--- config.mk ---
export PLATFORM = sky130hd
export DESIGN_NAME = uart_rx_ctrl
export DESIGN_NICKNAME = d
export VERILOG_FILES = /design/src/rtl/uart_rx_ctrl.sv
export SDC_FILE = /design/constraint.sdc
export NUM_CORES = 1
export LEC_CHECK = 0
export CAP_MARGIN = 40
export CORE_AREA = 2 2 51 53
export CTS_CLUSTER_DIAMETER = 40
export CTS_CLUSTER_SIZE = 24
export DETAILED_ROUTE_END_ITERATION = 12
export DIE_AREA = 0 0 53 55
export PLACE_DENSITY = 0.79
export SYNTH_ARGS = -nofsm -noshare
export SYNTH_HDL_FRONTEND = slang
export SYNTH_SLANG_ARGS = --single-unit
--- constraint.sdc ---
create_clock -name clk -period 2.4 [get_ports clk]
set_input_delay 0.48 -clock clk [delete_from_list [all_inputs] [get_ports clk]]
set_output_delay 0.48 -clock clk [all_outputs]
set_load 0.1 [all_outputs]
--- src/rtl/uart_rx_ctrl.sv ---
// UART receive sequencer: synchronises rx_in, times each bit from a baud counter
// and issues mid-bit strobes to the SIPO, parity checker and stop checker.
module uart_rx_ctrl #(
    parameter int CLKS_PER_BIT = 16,
    parameter int DATA_BITS    = 8,
    parameter bit PARITY_EN    = 1'b1,
    parameter bit PARITY_ODD   = 1'b0
) (
    input  logic       clk,
    input  logic       rstn,
    input  logic       rx_in,
    input  logic       en,
    output logic       rx_bit,
    output logic       shift,
    output logic       parity_load,
    output logic       check_stop,
    output logic [3:0] bit_idx,
    output logic       busy,
    output logic       rx_done,
    output logic       parity_err,
    output logic       frame_err
);

    localparam int CW = $clog2(CLKS_PER_BIT);
    localparam int HALF = CLKS_PER_BIT / 2;
    localparam logic [CW-1:0] HALF_M1 = CW'(HALF - 1);
    localparam logic [CW-1:0] FULL_M1 = CW'(CLKS_PER_BIT - 1);
    localparam logic [3:0] LAST_IDX = 4'(DATA_BITS - 1);

    typedef enum logic [2:0] {
        S_IDLE,
        S_START,
        S_DATA,
        S_PARITY,
        S_STOP,
        S_BREAK
    } state_e;

    state_e        state_q, state_d;
    logic          sync1_q, sync1_d;
    logic          rx_s_q, rx_s_d;
    logic          rx_prev_q, rx_prev_d;
    logic [CW-1:0] cnt_q, cnt_d;
    logic [3:0]    bit_idx_q, bit_idx_d;
    logic          par_q, par_d;
    logic          perr_q, perr_d;
    logic          rx_bit_q, rx_bit_d;
    logic          shift_q, shift_d;
    logic          parity_load_q, parity_load_d;
    logic          check_stop_q, check_stop_d;
    logic          rx_done_q, rx_done_d;
    logic          parity_err_q, parity_err_d;
    logic          frame_err_q, frame_err_d;
    logic          busy_q, busy_d;
    logic          sample;

    always_comb begin
        sync1_d       = rx_in;
        rx_s_d        = sync1_q;
        rx_prev_d     = rx_s_q;
        state_d       = state_q;
        cnt_d         = cnt_q + 1'b1;
        bit_idx_d     = bit_idx_q;
        par_d         = par_q;
        perr_d        = perr_q;
        rx_bit_d      = rx_bit_q;
        shift_d       = 1'b0;
        parity_load_d = 1'b0;
        check_stop_d  = 1'b0;
        rx_done_d     = 1'b0;
        parity_err_d  = 1'b0;
        frame_err_d   = 1'b0;

        // The start bit is checked at its middle; every later bit one full period on.
        if (state_q == S_START) begin
            sample = (cnt_q == HALF_M1);
        end else begin
            sample = (cnt_q == FULL_M1);
        end

        case (state_q)
            S_IDLE: begin
                if (en && rx_prev_q && !rx_s_q) begin
                    state_d = S_START;
                end
            end
            S_START: begin
                if (sample) begin
                    if (!rx_s_q) begin
                        state_d   = S_DATA;
                        bit_idx_d = 4'd0;
                        par_d     = PARITY_ODD;
                        perr_d    = 1'b0;
                    end else begin
                        state_d = S_IDLE;
                    end
                end
            end
            S_DATA: begin
                if (sample) begin
                    rx_bit_d = rx_s_q;
                    shift_d  = 1'b1;
                    par_d    = par_q ^ rx_s_q;
                    if (bit_idx_q == LAST_IDX) begin
                        state_d = PARITY_EN ? S_PARITY : S_STOP;
                    end else begin
                        bit_idx_d = bit_idx_q + 4'd1;
                    end
                end
            end
            S_PARITY: begin
                if (sample) begin
                    rx_bit_d      = rx_s_q;
                    parity_load_d = 1'b1;
                    perr_d        = par_q ^ rx_s_q;
                    state_d       = S_STOP;
                end
            end
            S_STOP: begin
                if (sample) begin
                    rx_bit_d     = rx_s_q;
                    check_stop_d = 1'b1;
                    parity_err_d = perr_q;
                    if (rx_s_q) begin
                        rx_done_d = 1'b1;
                        state_d   = S_IDLE;
                    end else begin
                        frame_err_d = 1'b1;
                        state_d     = S_BREAK;
                    end
                end
            end
            S_BREAK: begin
                if (rx_s_q) begin
                    state_d = S_IDLE;
                end
            end
            default: begin
                state_d = S_IDLE;
            end
        endcase

        // Restart bit timing on each state entry and after every sample point.
        if (state_d != state_q || sample || state_q == S_IDLE) begin
            cnt_d = '0;
        end

        busy_d = (state_d != S_IDLE);
    end

    always_ff @(posedge clk or negedge rstn) begin
        if (!rstn) begin
            state_q       <= S_IDLE;
            sync1_q       <= 1'b1;
            rx_s_q        <= 1'b1;
            rx_prev_q     <= 1'b1;
            cnt_q         <= '0;
            bit_idx_q     <= 4'd0;
            par_q         <= 1'b0;
            perr_q        <= 1'b0;
            rx_bit_q      <= 1'b0;
            shift_q       <= 1'b0;
            parity_load_q <= 1'b0;
            check_stop_q  <= 1'b0;
            rx_done_q     <= 1'b0;
            parity_err_q  <= 1'b0;
            frame_err_q   <= 1'b0;
            busy_q        <= 1'b0;
        end else begin
            state_q       <= state_d;
            sync1_q       <= sync1_d;
            rx_s_q        <= rx_s_d;
            rx_prev_q     <= rx_prev_d;
            cnt_q         <= cnt_d;
            bit_idx_q     <= bit_idx_d;
            par_q         <= par_d;
            perr_q        <= perr_d;
            rx_bit_q      <= rx_bit_d;
            shift_q       <= shift_d;
            parity_load_q <= parity_load_d;
            check_stop_q  <= check_stop_d;
            rx_done_q     <= rx_done_d;
            parity_err_q  <= parity_err_d;
            frame_err_q   <= frame_err_d;
            busy_q        <= busy_d;
        end
    end

    assign rx_bit      = rx_bit_q;
    assign shift       = shift_q;
    assign parity_load = parity_load_q;
    assign check_stop  = check_stop_q;
    assign bit_idx     = bit_idx_q;
    assign busy        = busy_q;
    assign rx_done     = rx_done_q;
    assign parity_err  = parity_err_q;
    assign frame_err   = frame_err_q;

endmodule

==> flow_metrics.env <==
export IMPL_cp_required_ns=2.61
export IMPL_yosysTopAreaCellShare=0.409
export IMPL_ant_nets=0
export IMPL_clock_sinks=24
export IMPL_min_from="rx_s_d"
export IMPL_drc=0
export IMPL_fp_row_count=18
export IMPL_antenna_found_initial=0
export IMPL_clk_pin_slew_ns=0.13
export IMPL_powerDensity_nw_per_um2=976
export IMPL_synth_cell_types=46
export IMPL_start_kind="flip-flop"
export IMPL_yosys_area_share_simple=0.247
export IMPL_cts_root_buf="clkbuf_4"
export IMPL_async_reset_ff_frac=1.00
export IMPL_period_share=0.722
export IMPL_endpoint_kind="flip-flop"
export IMPL_synth_adder_area_share=0.0195
export IMPL_ys_warn_count=0
export IMPL_timing_slew_headroom=0.557
export IMPL_hold_path_class="reg2reg"
export IMPL_clockBufferDepth=2
export IMPL_peakVddDrop_uv=732
export IMPL_synthTopCellsByCount="dfrtp_1, nor2_1, o21ai_0, inv_1"
export IMPL_viasPerCell=5.78
export IMPL_power_total_w=0.00137
export IMPL_clock_latency_ns=0.32
export IMPL_overflow=0
export IMPL_die_y_um=55
export IMPL_synthTopCellsByArea="dfrtp_1, dfstp_2, o21ai_0, buf_6, nor2_1"
export IMPL_start_util=0.544
export IMPL_synth_seq_cells=24
export IMPL_routed_wl_um=2220
export IMPL_grt_max_degree=25
export IMPL_grtUsageTotal=0.181
export IMPL_slew_viol_final=0
export IMPL_syn_to_final_growth_pct=9.05
export IMPL_ctsHoldBuffers=0
export IMPL_post_cts_setup_buffer_count=0
export IMPL_fmax_ghz=0.577
export IMPL_diodes=0
export IMPL_core_um2=2360
export IMPL_synthXorXnorAreaFrac=0.0272
export IMPL_synth_ff_type="dfrtp_1"
export IMPL_detailedRoute_firstPassIterationCount=4
export IMPL_fillCellCount=210
export IMPL_cts_buffers=3
export IMPL_num_io_pins=16
export IMPL_fin_crit_ns=1.73
export IMPL_layout_drive_gt1_share=0.242
export IMPL_synth_edff_count=0
export IMPL_setup_tns_ns=0
export IMPL_worst_pin_slew_ns=0.665
export IMPL_die_area_um2=2920
export IMPL_syn_inst=120
export IMPL_leakage_nw=0.624
export IMPL_setup_violations=0
export IMPL_synth_area_per_cell_um2=10.7
export IMPL_drt_first_iter_violations=14
export IMPL_num_vias=936
export IMPL_nets=139
export IMPL_synth_fp_nets=126
export IMPL_synth_top_family_by_area="simple AND/OR/NAND/NOR gates"
export IMPL_design_area_um2=1400
export IMPL_synth_compound_area_frac=0.161
export IMPL_preCtsSetupSlack_ns=0.710
export IMPL_drv_cap=0
export IMPL_timing_hold_ws_ns=0.385
export IMPL_grt_first_pass_wirelength_um=3740
export IMPL_hold_violations=0
export IMPL_yosysTopAreaCell="dfrtp_1"
export IMPL_arrival_ns=1.94
export IMPL_io_buffers=15
export IMPL_path_class="reg2reg"
export IMPL_h_tree_depth=1
export IMPL_rsz0062_at_grt="false"
export IMPL_dieWidth_um=53
export IMPL_r2r_start="cnt_q[0]"
export IMPL_status="finished clean"
export IMPL_crit_path_start="cnt_q[0]"
export IMPL_post_synth_top_count_cell="dfrtp_1"
export IMPL_cp_max_fo=9
export IMPL_worst_clock_skew_ns=0.0113
export IMPL_place_hpwl_um=1520
export IMPL_ctsResizeCount=0
export IMPL_grt_pass1_vias=858
export IMPL_netlist_area_um2=1290
export IMPL_dpl_cell_area_um2=1380
export IMPL_globalplace_congestion=0.830
export IMPL_synth_area_mux_share=0
export IMPL_cts_tree="built"
export IMPL_ys_seq_area_frac=0.470
export IMPL_setup_ws_ns=0.667
export IMPL_wl_per_cell_um=13.7
placed cells by master (no fill, tap or decap), drive strengths merged, types with 4 or more instances in the layout:
cell and n:
a21oi 4, buf 13, clkbuf 4, dfrtp 21, inv 6, nand2 4
nand3 5, nor2 10, nor3 5, o21ai 11, xnor2 4
per-layer routing:
metal  part of all wire  up-vias  global-route usage
met5                  0        -                   0
met2               0.46       34               0.273
met3              0.059        6              0.0323
met4              0.031        0               0.141
met1               0.45      437               0.232
li1                   -      459                   -
worst paths after layout:
kind / endpoint / slack [ns] / cells after the start
max: par_q / 0.67 / 5
min: rx_prev_d / 0.38 / 0
max reg2reg: par_q / 0.67 / 5
min reg2reg: rx_prev_d / 0.38 / 0
max in group asynchronous: rx_prev_d / 1.61 / 2
min in group asynchronous: frame_err / 0.49 / 2
report_power, final:
group | switching, W | internal [W]
Sequential | 0.000152 | 0.000477
Combinational | 0.000329 | 0.000224
Clock | 0.000120 | 0.0000650
metrics by stage:
stage               cells  utilization
finish                162        0.593
global route          162        0.593
CTS                   162        0.593
detailed placement    158        0.582
global placement      158        0.582
floorplan             120            -
logic make-up after synthesis:
family          Yosys count
buf+inv                  14
flops                    24
simple gates             46
fa+ha+maj                 2
compound gates           30
xor+xnor                  4
critical path, stage by stage, from the launching register on:
cell	delay (ns)
dfrtp_1	0.41
ha_1	0.39
nand3_2	0.17
or4_1	0.43
a21oi_1	0.15
nor3_1	0.07
final cells by class:
cell class / instances / area [um^2] / share of cell area
flip-flops and latches: 24 / 604 / 0.431
inverters: 6 / 22.5 / 0.0161
multi-input cells: 82 / 584 / 0.417
repair buffers: 16 / 128 / 0.0910
clock buffers: 4 / 26.3 / 0.0187
well taps: 30 / 37.5 / 0.0268
Power figures use the tool's default switching activity.
